`src/rtl/sc_hdlc_stream_bridge.sv`:
```
// HDLC codec byte interface <-> AXI-Stream bridge: RX framing with status/length trailer, TX start/request handshake.
// Define SC_HDLC_BRIDGE_STATS_EN to add the stat_clr input and saturating frame/drop/error counters.
module sc_hdlc_stream_bridge #(
    parameter int ID_W      = 5,
    parameter int DEST_W    = 5,
    parameter int LEN_BYTES = 4,
    parameter int MAX_LEN   = 4096
) (
    input  logic              clk,
    input  logic              rstn,
    input  logic [DEST_W-1:0] tdest,
    input  logic [7:0]        s_axis_tdata,
    input  logic              s_axis_tvalid,
    output logic              s_axis_tready,
    input  logic              s_axis_tlast,
    output logic [7:0]        m_axis_tdata,
    output logic              m_axis_tvalid,
    input  logic              m_axis_tready,
    output logic              m_axis_tlast,
    output logic              m_axis_tkeep,
    output logic [ID_W-1:0]   m_axis_tid,
    output logic [DEST_W-1:0] m_axis_tdest,
    output logic              m_axis_tuser,
    input  logic              tx_input_req,
    input  logic              tx_busy,
    input  logic              tx_flag,
    output logic              tx_start,
    output logic              tx_empty,
    output logic [7:0]        tx_data,
    output logic              tx_underrun,
    input  logic              rx_start,
    input  logic              rx_end,
    input  logic              rx_abort,
    input  logic              rx_error,
    input  logic              rx_dvalid,
    input  logic [7:0]        rx_data,
    output logic [31:0]       pkt_length,
    output logic              pkt_length_push,
    input  logic              data_afull,
    input  logic              pkt_afull
`ifdef SC_HDLC_BRIDGE_STATS_EN
    ,
    input  logic              stat_clr,
    output logic [15:0]       stat_frames,
    output logic [15:0]       stat_drops,
    output logic [15:0]       stat_errors
`endif
);

    typedef enum logic [1:0] {RX_IDLE, RX_ACTIVE, RX_TRAILER, RX_DISCARD} rx_state_t;
    typedef enum logic {TX_IDLE, TX_SEND} tx_state_t;

    localparam logic [2:0]  LAST_BEAT = 3'(LEN_BYTES);
    localparam logic [31:0] MAX_LEN_W = 32'(MAX_LEN);

    rx_state_t   rx_state;
    tx_state_t   tx_state;
    logic [31:0] len;
    logic        trunc, lost, abort_q, end_q, err_q;
    logic        discard_next;
    logic [2:0]  bidx;
    logic        m_hs, out_free;
    logic [7:0]  status;
    logic [32:0] len_sum;
    logic [31:0] l_val;
    logic [1:0]  byte_sel;
    logic [7:0]  len_byte;
    logic [7:0]  trailer_beat;

    assign m_hs     = m_axis_tvalid & m_axis_tready;
    assign out_free = ~m_axis_tvalid | m_axis_tready;
    assign m_axis_tkeep = m_axis_tvalid;
    assign status   = {3'b000, trunc, lost, abort_q, end_q, err_q | lost};

    // Trailer length counts data plus status byte plus length field, saturating at 2^32-1.
    assign len_sum  = {1'b0, len} + 33'(1 + LEN_BYTES);
    assign l_val    = len_sum[32] ? 32'hFFFF_FFFF : len_sum[31:0];
    assign byte_sel = 2'(LAST_BEAT - bidx);

    // NOTE: every variable written in always_comb gets a default first, or a latch is inferred.
    always_comb begin
        len_byte = 8'h00;
        case (byte_sel)
            2'd0: len_byte = l_val[7:0];
            2'd1: len_byte = l_val[15:8];
            2'd2: len_byte = l_val[23:16];
            2'd3: len_byte = l_val[31:24];
            default: len_byte = 8'h00;
        endcase
        trailer_beat = (bidx == 3'd0) ? status : len_byte;
    end

    // NOTE: sequential state uses non-blocking assignments only, so all registers update from pre-edge values.
    always_ff @(posedge clk or negedge rstn) begin
        if (!rstn) begin
            rx_state        <= RX_IDLE;
            m_axis_tdata    <= 8'h00;
            m_axis_tvalid   <= 1'b0;
            m_axis_tlast    <= 1'b0;
            m_axis_tuser    <= 1'b0;
            m_axis_tid      <= '0;
            m_axis_tdest    <= '0;
            len             <= '0;
            trunc           <= 1'b0;
            lost            <= 1'b0;
            abort_q         <= 1'b0;
            end_q           <= 1'b0;
            err_q           <= 1'b0;
            discard_next    <= 1'b0;
            bidx            <= '0;
            pkt_length      <= '0;
            pkt_length_push <= 1'b0;
        end else begin
            pkt_length_push <= 1'b0;
            if (m_hs)
                m_axis_tvalid <= 1'b0;
            case (rx_state)
                RX_IDLE: begin
                    if (rx_start) begin
                        if (!data_afull && !pkt_afull) begin
                            rx_state     <= RX_ACTIVE;
                            m_axis_tdest <= tdest;
                            len          <= '0;
                            trunc        <= 1'b0;
                            lost         <= 1'b0;
                            abort_q      <= 1'b0;
                            end_q        <= 1'b0;
                            err_q        <= 1'b0;
                            discard_next <= 1'b0;
                            bidx         <= '0;
                        end else begin
                            rx_state <= RX_DISCARD;
                        end
                    end
                end
                RX_ACTIVE: begin
                    if (rx_dvalid) begin
                        if (out_free && len < MAX_LEN_W) begin
                            m_axis_tdata  <= rx_data;
                            m_axis_tvalid <= 1'b1;
                            m_axis_tlast  <= 1'b0;
                            m_axis_tuser  <= 1'b0;
                            if (len != 32'hFFFF_FFFF)
                                len <= len + 32'd1;
                        end else if (len >= MAX_LEN_W) begin
                            trunc <= 1'b1;
                        end else begin
                            lost <= 1'b1;
                        end
                    end
                    // A new start mid-frame closes this frame as aborted and drops the newcomer.
                    if (rx_start) begin
                        abort_q      <= 1'b1;
                        end_q        <= 1'b0;
                        err_q        <= rx_error;
                        discard_next <= 1'b1;
                        rx_state     <= RX_TRAILER;
                    end else if (rx_end || rx_abort) begin
                        abort_q  <= rx_abort;
                        end_q    <= rx_end;
                        err_q    <= rx_error;
                        rx_state <= RX_TRAILER;
                    end
                end
                RX_TRAILER: begin
                    if (rx_start)
                        discard_next <= 1'b1;
                    else if (rx_end || rx_abort)
                        discard_next <= 1'b0;
                    if (out_free && bidx <= LAST_BEAT) begin
                        m_axis_tdata  <= trailer_beat;
                        m_axis_tvalid <= 1'b1;
                        m_axis_tlast  <= (bidx == LAST_BEAT);
                        m_axis_tuser  <= (bidx == LAST_BEAT) & status[0];
                        bidx          <= bidx + 3'd1;
                    end
                    if (m_hs && m_axis_tlast) begin
                        m_axis_tlast    <= 1'b0;
                        m_axis_tuser    <= 1'b0;
                        pkt_length      <= l_val;
                        pkt_length_push <= 1'b1;
                        m_axis_tid      <= m_axis_tid + 1'b1;
                        rx_state        <= discard_next ? RX_DISCARD : RX_IDLE;
                    end
                end
                RX_DISCARD: begin
                    if (rx_end || rx_abort)
                        rx_state <= RX_IDLE;
                end
                default: rx_state <= RX_IDLE;
            endcase
        end
    end

    assign s_axis_tready = (tx_state == TX_SEND) & tx_input_req;

    always_ff @(posedge clk or negedge rstn) begin
        if (!rstn) begin
            tx_state    <= TX_IDLE;
            tx_start    <= 1'b0;
            tx_empty    <= 1'b1;
            tx_data     <= 8'h00;
            tx_underrun <= 1'b0;
        end else begin
            tx_start    <= 1'b0;
            tx_underrun <= 1'b0;
            case (tx_state)
                TX_IDLE: begin
                    if (tx_flag && s_axis_tvalid && !tx_busy) begin
                        tx_start <= 1'b1;
                        tx_empty <= 1'b0;
                        tx_state <= TX_SEND;
                    end
                end
                TX_SEND: begin
                    if (tx_input_req) begin
                        if (s_axis_tvalid) begin
                            tx_data <= s_axis_tdata;
                            if (s_axis_tlast) begin
                                tx_empty <= 1'b1;
                                tx_state <= TX_IDLE;
                            end
                        end else begin
                            tx_underrun <= 1'b1;
                        end
                    end
                end
                default: tx_state <= TX_IDLE;
            endcase
        end
    end

`ifdef SC_HDLC_BRIDGE_STATS_EN
    logic drop_evt, frame_evt;

    // A dropped frame is any start that will not be forwarded.
    assign drop_evt  = rx_start & (((rx_state == RX_IDLE) & (data_afull | pkt_afull)) |
                                   (rx_state == RX_ACTIVE) | (rx_state == RX_TRAILER));
    assign frame_evt = (rx_state == RX_TRAILER) & m_hs & m_axis_tlast;

    always_ff @(posedge clk or negedge rstn) begin
        if (!rstn) begin
            stat_frames <= '0;
            stat_drops  <= '0;
            stat_errors <= '0;
        end else if (stat_clr) begin
            stat_frames <= '0;
            stat_drops  <= '0;
            stat_errors <= '0;
        end else begin
            if (frame_evt && stat_frames != 16'hFFFF)
                stat_frames <= stat_frames + 16'd1;
            if (frame_evt && m_axis_tuser && stat_errors != 16'hFFFF)
                stat_errors <= stat_errors + 16'd1;
            if (drop_evt && stat_drops != 16'hFFFF)
                stat_drops <= stat_drops + 16'd1;
        end
    end
`endif

endmodule

```
`config.mk`:
```
export PLATFORM = sky130hd
export DESIGN_NAME = sc_hdlc_stream_bridge
export DESIGN_NICKNAME = d
export VERILOG_FILES = /design/src/rtl/sc_hdlc_stream_bridge.sv
export SDC_FILE = /design/constraint.sdc
export NUM_CORES = 1
export LEC_CHECK = 0
export BUFFER_PORTS_ARGS = -buffer_cell sky130_fd_sc_hd__buf_2
export CORE_MARGIN = 1
export CORE_UTILIZATION = 40
export CTS_CLUSTER_SIZE = 24
export DETAILED_ROUTE_END_ITERATION = 10
export HOLD_SLACK_MARGIN = 0.03
export RECOVER_POWER = 100
export SYNTH_ARGS = -nofsm -noshare
export SYNTH_HDL_FRONTEND = slang
export SYNTH_SLANG_ARGS = --single-unit
```
`constraint.sdc`:
```
create_clock -name clk -period 2.4 [get_ports clk]
set_input_delay 0.24 -clock clk [delete_from_list [all_inputs] [get_ports clk]]
set_output_delay 0.24 -clock clk [all_outputs]
set_load 0.01 [all_outputs]
```
==> impl_results.md, run 1 <==
- Bufs on Longest Clock Path: 2
- Number of DRC markers in iteration 0: 434
- Total Neg Setup Slack: 0 ns
- Hold Crit Class: primary input to flip-flop
- Maximum frequency from static timing analysis: 439 MHz
- Post-Synthesis Cell Area: between 6000 and 7000 µm²
- Number of enable-type register cells in the synthesized netlist: 0
- Standard-cell row count: 44
- Worst clock skew: 0.00828 ns
- Final setup viols: 0
- Diodes inserted: 0
- Gp weighted congestion: approximately 0.91
- GRT Overall Usage: a little under a quarter
- Max-cap violation count: 0
- Fraction of final layout cells with drive strength greater than 1: 21.2%
- Largest net degree at the start of global routing: 50
- Number of fill cells: about 1500
- Placeable core region: 14700 µm²
- Final critical delay including setup and external delays: 2.28 ns
- TritonCTS clock tree: yes
- Post-detailed-route wirelength per cell: between 15 and 20 µm
- Total clock buffers created by CTS: 9
- Share of the clock period used by the worst path: 95.0%
- Sequential-to-total area share from yosys stat: 44.7%
- Unrepaired setup endpoints after global routing: false
- Antenna violations before repair: 0
- Most area-consuming cells after synthesis: dfrtp_1 44%, nand2_1 4.6%, o21ai_0 3.7%
- Count of buffers from port buffering: around 100
- Insertion delay of the later-clocked pin in the worst-skew pair: around 0.36 ns
- Cell at the root of the clock tree: clkbuf_16
- Worst Path Max Fanout: 8
- Detailed-route wire length: 18100 µm
- Launching element type of the critical path: flip-flop
- CP Data Required Time: 2.63 ns
- Die Area: 15800 µm²
- Clock transition at the register clock pins on the worst setup and hold paths after CTS: 0.07 ns
- Remaining DRCs: 15
- Mapped Avg Cell Area: 9.49 µm²
- Share of async-settable or async-resettable flops after synthesis: 100%
- NumNets Final: 829
- I/O pin count: 103
- Die Span Y: 126 µm
- Static leakage: 3.31 nW
- Synth Flop Type: dfrtp_1
- Cell types with the highest counts after synthesis: 108 x dfrtp_1, 75 x nand2_1, 55 x nor2_1
- Starting density of the core: about two fifths
- Number of library cell types mapped by synthesis: 75
- Number of warnings issued by yosys: 0
- First-pass iteration count of the detailed router: 9
- Most common cell in the netlist: dfrtp_1
- Number of clock sinks: 109
- Vias in the first global route: roughly 5300
- Critical Path Sink Type: flip-flop
- Violations in the final reports: design-rule violations
- Final Hold Viols: 0
- H-tree depth: 3
- Synth Net Count: between 600 and 700
- Average via count per standard cell: 5.63
- WP data arrival: between 2 and 3 ns
- Top-area cell type share of the netlist area: 44.3%
- DPL Wire Length: 13900 µm
- Maximum ir drop on the vdd rail: 608 µV
- Status: finished, violations left
- Post-route ant nets: 0
- Number of register bits inferred by synthesis: 109
- Total vias in the final route: 5447
- Cell taking the most area after synthesis: dfrtp_1
- First-pass GRT wire length: 28700 µm
- Tightest slew margin relative to the limit: between 20 and 25%
- Worst hold slack across all endpoints: 0.0634 ns
- Total congestion overflow after global routing: 0
- Number of max-slew violations in the final report: 0
- Number of standard cells after synthesis: between 600 and 700
- Area overhead of the layout relative to synthesis: 20.9%
- Total power divided by cell area: 960 nW/µm²
- Actual slew at the worst max-slew pin: around 1.2 ns
- Die extent in x: 126 µm
- Worst setup path class: flip-flop to flip-flop
-- report_power, final --
group / switching [mW] / total [mW] / internal, mW
combinational: 1.72 / 2.90 / 1.18
clock: 0.693 / 1.53 / 0.839
sequential: 0.348 / 2.65 / 2.30
-- per-layer routing --
metal / wire length (µm) / vias to the layer above / global-route usage (%) / share of wire, %
li1: - / 2588 / - / -
met4: 436 / 0 / 9.61 / 2.4
met1: 8480 / 2629 / 33.2 / 47
met2: 8120 / 199 / 36.3 / 45
met3: 1030 / 31 / 3.21 / 5.7
met5: 0 / - / 0 / 0
-- kinds of logic after synthesis --
logic type      share of synthesized area [%]
xor+xnor                                 4.16
buf+inv                                  6.07
fa+ha+maj                                2.87
compound gates                           17.5
flops                                    44.7
mux                                      3.26
simple gates                             21.4
-- through the flow --
step / setup slack, ns / instances / util (%) / instance area (µm²) / power [mW]
floorplan: 0.162 / 643 / - / 6100 / 4.43
global placement: -0.225 / 947 / 48.1 / 7070 / 5.52
detailed placement: -0.268 / 947 / 48.1 / 7070 / 5.60
CTS: 0.0318 / 966 / 50.4 / 7410 / 7.15
global route: 0.00459 / 968 / 50.2 / 7380 / 7.53
finish: 0.121 / 968 / 50.2 / 7380 / 7.08
-- final cells by class --
cell class	instances	area, µm²	share of cell area, %
inverter	24	90.1	1.22
tap	184	230	3.12
clock buffer	11	243	3.29
timing repair buffer	169	935	12.7
sequential	109	2730	37.0
multi-input combinational	466	3090	41.9
clock inverter	5	60.1	0.814
-- flip-flops by register name, summed over array words and instances, names as in the netlist, 2 cells and up --
register and cells:
len 32, rx_state 2, m_axis_tdest 5, m_axis_tid 5, m_axis_tdata 8, tx_data 8
bidx 3, pkt_length 32
-- worst paths after layout --
path / slack [ns] / endpoint / startpoint / cells after the start
min in group asynchronous: 0.64 / pkt_length[21] / rstn / 2
setup / recovery: 0.12 / m_axis_tdata[2] / len[14] / 7
setup reg to reg: 0.12 / m_axis_tdata[2] / len[14] / 7
max in group asynchronous: 0.43 / len[11] / rstn / 3
hold reg to reg: 0.47 / pkt_length[6] / pkt_length[6] / 2
hold / removal: 0.06 / tx_start / tx_busy / 2
-- cells in the final DEF (no fill, tap or decap), types with 19 or more instances in the layout --
cell type,netlist,final
o21ai_0,45,45
nand4_1,17,19
buf_2,6,35
buf_4,9,54
clkbuf_1,17,70
nor2_1,55,55
nand2_1,75,74
inv_1,23,22
dfrtp_1,108,106
a21oi_1,22,21
-- critical path, cell delays in order, from the launching register on --
cell       delay [ns]
dfrtp_1          0.42
buf_4            0.16
nand4_1          0.17
nor4_4           0.56
a31oi_1          0.18
o31a_1           0.31
a2111oi_2        0.25
o22ai_1          0.11
-- what timing repair did --
action / in CTS / in global routing
pin swaps: 1 / 2
setup buffers: 2 / 2
endpoints found under the setup margin: 4 / 22
hold buffers: 1 / 0
endpoints found under the hold margin: 46 / 0
gates resized for setup: 3 / 20
No activity file was read; power rests on OpenSTA's default activity.
==> inputs of run 2 (changes only) <==
- CORE_MARGIN: 1 -> 2
- CTS_BUF_LIST: unset -> sky130_fd_sc_hd__clkbuf_16
==> impl_results.md, run 2 (synthesis results as in run 1) <==
- Insertion delay of the later-clocked pin in the worst-skew pair: 0.36 ns
- Launching element type of the critical path: flip-flop
- Area overhead of the layout relative to synthesis: 22.0%
- Cell breakdown of the critical path: buf_4 > a21oi_1 > or3_1 > buf_4 > nor3_1 > xor2_1 > o21ai_0 > a41oi_1
- Starting density of the core: 40.6%
- Die Area: 16300 µm²
- Commonest non-fill, non-tap cell in the layout: dfrtp_1
- Fraction of final layout cells with drive strength greater than 1: 21.6%
- Slowest cell on crit path: or3_1
- Max-cap violation count: 0
- Actual slew at the worst max-slew pin: 1.44 ns
- First-pass iteration count of the detailed router: 5
- Static leakage: 3.35 nW
- Placeable core region: 15000 µm²
- Post-detailed-route wirelength per cell: 18.8 µm
- Worst Path Max Fanout: 6
- Remaining DRCs: 0
- Diodes inserted: 0
- Number of max-slew violations in the final report: 0
- Bufs on Longest Clock Path: 2
- DPL Wire Length: 14300 µm
- Largest net degree at the start of global routing: between 50 and 60
- Worst path buffer plus inverter count: 2
- Top Registers: len (32), pkt_length (32)
- Maximum ir drop on the vdd rail: 457 µV
- Standard-cell row count: 45
- Share of the clock period used by the worst path: ~95%
- Worst setup path class: flip-flop to flip-flop
- Commonest non-fill, non-tap cells in the layout: 101 x dfrtp_1, 75 x nand2_1, 75 x clkbuf_1, 59 x buf_4, 55 x nor2_1
- Die Span Y: about 130 µm
- Post-route ant nets: 0
- Worst clock skew: 0.00930 ns
- Final Hold Viols: 0
- Count of buffers from port buffering: 102
- Slowest Stage Delay on Critical Path: 0.46 ns
- TritonCTS clock tree: yes
- I/O pin count: 103
- Average via count per standard cell: 5.65
- Clock transition at the register clock pins on the worst setup and hold paths after CTS: 0.08 ns
- Vias in the first global route: 5305
- First-pass GRT wire length: between 20000 and 30000 µm
- Status: complete, no violations
- WP data arrival: around 2.6 ns
- Most common cell type on the critical path: buf_4
- Final setup viols: 0
- Final Cell Area: about 7400 µm²
- Cell at the root of the clock tree: clkbuf_16
- GRT Overall Usage: 22.9%
- Total power divided by cell area: 944 nW/µm²
- Total congestion overflow after global routing: 0
- Detailed-route wire length: 18500 µm
- CP Data Required Time: 2.68 ns
- Final Core Density: 49.5%
- Antenna violations before repair: 0
- H-tree depth: 3
- Die extent in x: 128 µm
- Hold Crit Class: primary input to flip-flop
- Gp weighted congestion: 0.947
- Total clock buffers created by CTS: 9
- Cell Area, Placed: 7130 µm²
- Number of DRC markers in iteration 0: about 440
- Final critical delay including setup and external delays: 2.29 ns
- Critical Path Sink Type: flip-flop
- Number of clock sinks: 109
- Tightest slew margin relative to the limit: 3.80%
- NumNets Final: 840
- Maximum frequency from static timing analysis: 436 MHz
- Total vias in the final route: between 5000 and 6000
- Dominant delay contributor by cell family on the critical path: simple AND/OR/NAND/NOR gates
run 2: path summary, 6_finish.rpt:
| path | slack, ns | end | depth (start not counted) | startpoint |
|---|---|---|---|---|
| min reg2reg | 0.47 | pkt_length[7] | 2 | pkt_length[7] |
| max reg2reg | 0.11 | m_axis_tdata[1] | 8 | len[0] |
| min | 0.06 | tx_start | 2 | tx_busy |
| max in group asynchronous | 0.52 | len[12] | 3 | rstn |
| max | 0.11 | m_axis_tdata[1] | 8 | len[0] |
| min in group asynchronous | 0.75 | len[31] | 2 | rstn |
run 2: final cells by class:
class	instances	area [µm²]
flip-flops and latches	109	2740
well taps	188	235
multi-input cells	466	3080
clock inverters	7	41.3
inverters	24	90.1
repair buffers	180	1030
fillers	1472	7590
clock buffers	9	225
run 2: routing by layer:
metal / wire [µm] / share of wire, % / vias up / global-route usage [%]
li1: - / - / 2609 / -
met4: 371 / 2.0 / 0 / 8.27
met5: 0 / 0 / - / 0
met2: 8410 / 45 / 213 / 35.1
met3: 1140 / 6.2 / 27 / 3.73
met1: 8590 / 46 / 2709 / 32.9
run 2: what timing repair did:
item,CTS,global route
pin swaps,0,5
buffers inserted,0,9
gates resized for setup,1,24
hold buffers,1,0
setup endpoints to repair,1,21
endpoints found under the hold margin,50,0
run 2: per-stage QoR:
| stage | TNS [ns] | total power [mW] | std cells | setup slack [ns] | hold WS, ns |
|---|---|---|---|---|---|
| detailed placement | -0.0103 | 5.67 | 957 | -0.0103 | 0.360 |
| global placement | -0.0207 | 5.61 | 957 | -0.0207 | 0.351 |
| finish | 0 | 7.03 | 983 | 0.108 | 0.0605 |
| floorplan | 0 | 4.43 | 643 | 0.162 | -0.0556 |
| global route | -0.0116 | 7.48 | 983 | -0.0116 | 0.0640 |
| CTS | 0 | 7.07 | 974 | 0.0197 | 0.0545 |
run 2: power by group:
group / internal (mW) / switching, mW / leakage, nW
clock network: 0.697 / 0.688 / 0.127
logic: 1.22 / 1.79 / 1.79
registers: 2.31 / 0.330 / 1.43
total: 4.22 / 2.80 / 3.35
==> inputs of run 3 (changes only) <==
- CORE_ASPECT_RATIO: unset -> 1.4
==> impl_results.md, run 3 (synthesis results as in run 1) <==
- Number of DRC markers in iteration 0: 344
- Total power divided by cell area: 959 nW/µm²
- Die Area: 16300 µm²
- Area of the multi-input gates: 3100 µm²
- DPL Wire Length: roughly 14000 µm
- P_int: 4.23 mW
- Clock share of power: 21.3%
- CP Data Required Time: 2.62 ns
- Switching component of the power: 2.84 mW
- Cell Area, Placed: 7020 µm²
- Dominant delay contributor by cell family on the critical path: compound AO/OA/AOI/OAI gates
- Hold Crit Class: primary input to flip-flop
- Endpoint of the worst hold-timing path: tx_start
- Cell breakdown of the critical path: ha_4 > o21ai_4 > nor4_4 > buf_4 > buf_4 > nand2_2 > buf_4 > nand2_1 > a222oi_1 > a211oi_1
- Maximum frequency from static timing analysis: around 430 MHz
- Static leakage: roughly 3.3 nW
- Startpoint of the lowest-slack hold path: tx_busy
- Post-detailed-route wirelength per cell: about 19 µm
- Insertion delay of the later-clocked pin in the worst-skew pair: between 0.3 and 0.4 ns
- Number of clock sinks: 109
- Die Span Y: about 150 µm
- Number of max-slew violations in the final report: 0
- Final Core Density: 49.2%
- Placed insts: around 950
- Most common cell type on the critical path: buf_4
- NumNets Final: 824
- Slowest Stage Delay on Critical Path: 0.44 ns
- Launching element type of the critical path: flip-flop
- Remaining DRCs: 0
- Worst path buffer plus inverter count: 3
- Share of the clock period used by the worst path: a little over nine tenths
- Fraction of final layout cells with drive strength greater than 1: 21.1%
- Met2 wire length: 9400 µm
- GRT Overall Usage: 23.2%
- Commonest non-fill, non-tap cells in the layout: 99 x dfrtp_1, 75 x nand2_1, 70 x clkbuf_1, 55 x buf_4, 54 x nor2_1
- Placeable core region: 15000 µm²
- Switching share of power: 40.1%
- Setup slack of the critical path after layout: 0.0543 ns
- Worst reg2reg startpoint: len[1]
- Total clock buffers created by CTS: 9
- Top Registers: len (32), pkt_length (32)
- Actual slew at the worst max-slew pin: ~0.95 ns
- Routed met3 length: 766 µm
- Post-route insts no fill: 971
- Worst Hold Depth: 2
- R2r setup slk: between 0.05 and 0.06 ns
- Final Cell Area: 7380 µm²
- Fraction of power consumed by combinational cells: 41.3%
- Overall power consumption: 7.07 mW
- Count of buffers from port buffering: 102
- Gp weighted congestion: between 0.9 and 1
- Area overhead of the layout relative to synthesis: 20.9%
- Sequential Power Share: 37.4%
- Total congestion overflow after global routing: 0
- Maximum ir drop on the vdd rail: 647 µV
- Top Layer Used: met4
- Worst clock skew: 0.0123 ns
- First-pass GRT wire length: 29000 µm
- Average via count per standard cell: 5.64
- H-tree depth: 3
- Tightest slew margin relative to the limit: 36.4%
- Diodes inserted: 0
- Critical Path Sink Type: flip-flop
- Total Neg Setup Slack: 0 ns
- Total vias in the final route: 5477
- Worst Path Max Fanout: 14
- Worst hold slack across all endpoints: 0.0745 ns
- Critical R2R Capture: m_axis_tdata[3]
- Final setup viols: 0
- First-pass iteration count of the detailed router: 5
- Final critical delay including setup and external delays: 2.35 ns
- Cell at the root of the clock tree: clkbuf_16
- Largest net degree at the start of global routing: 65
- Max-cap violation count: 0
- Slowest cell on crit path: dfrtp_1
- Detailed-route wire length: 18300 µm
- TritonCTS clock tree: yes
- Post-route ant nets: 0
- Number of fill cells: 1447
- Status: complete, no violations
- Commonest non-fill, non-tap cell in the layout: dfrtp_1
- WP data arrival: 2.57 ns
- Storage element area: 2740 µm²
- Antenna violations before repair: 0
- Standard-cell row count: 53
- Clock transition at the register clock pins on the worst setup and hold paths after CTS: 0.08 ns
- FF-to-FF path depth: 10
- Vias in the first global route: 5402
- Setup Slack @ Placement: -0.0437 ns
- I/O pin count: 103
- Worst setup path class: flip-flop to flip-flop
- Die extent in x: 108 µm
- Final Hold Viols: 0
- Met1 wire length: 7250 µm
- Bufs on Longest Clock Path: 2
- Starting density of the core: 40.7%
[run 3: cell types whose count changed in the layout (fill, tap and decap cells not counted), sizes merged]
cell / change
inv: +3
clkbuf: -10
clkinv: -1
buf: -6
clkinvlp: -2
[run 3: layout make-up]
| type | instances | share of cell area [%] |
|---|---|---|
| Sequential cell | 109 | 37.1 |
| Clock buffer | 9 | 3.05 |
| Tap cell | 192 | 3.26 |
| Clock inverter | 7 | 1.03 |
| Multi-Input combinational cell | 466 | 42.0 |
| Inverter | 24 | 1.22 |
| Timing Repair Buffer | 164 | 12.3 |
[run 3: how the worst max path moves through the flow]
stage / start / endpoint / slack (ns) / cells past startpoint
2_1_floorplan: rx_state[1] / len[8] / 0.16 / 8
3_3_place_gp: len[1] / m_axis_tdata[6] / 0.03 / 8
3_5_place_dp: len[7] / m_axis_tdata[0] / -0.04 / 5
4_1_cts: len[8] / m_axis_tdata[6] / 0.003 / 6
5_1_grt: len[1] / m_axis_tdata[3] / -0.02 / 10
6_report: len[1] / m_axis_tdata[3] / 0.05 / 10
[run 3: power by group through the flow]
stage	logic, mW	registers, mW	clock network, mW
floorplan	1.67	2.76	0
global placement	2.89	2.65	0
detailed placement	2.94	2.66	0
CTS	2.95	2.63	1.54
global route	3.20	2.71	1.60
finish	2.92	2.64	1.51
[run 3: what timing repair did]
item,in CTS,in global routing
buffers inserted,0,7
endpoints found under the hold margin,35,0
hold buffers,1,0
gates cloned,0,0
pin swaps,1,7
endpoints found under the setup margin,4,23
resized for setup,2,21
[run 3: layer usage]
layer | global-route usage [%] | vias up
met3 | 3.29 | 61
met4 | 10.6 | 0
met5 | 0 | -
met1 | 26.7 | 2665
li1 | - | 2568
met2 | 42.0 | 183
[run 3: worst register-to-register path, stage by stage (launching register included)]
cell and delay, ns:
dfrtp_1 0.44, ha_4 0.19, o21ai_4 0.32, nor4_4 0.05
buf_4 0.17, buf_4 0.14, nand2_2 0.07, buf_4 0.20
nand2_1 0.07, a222oi_1 0.41, a211oi_1 0.15
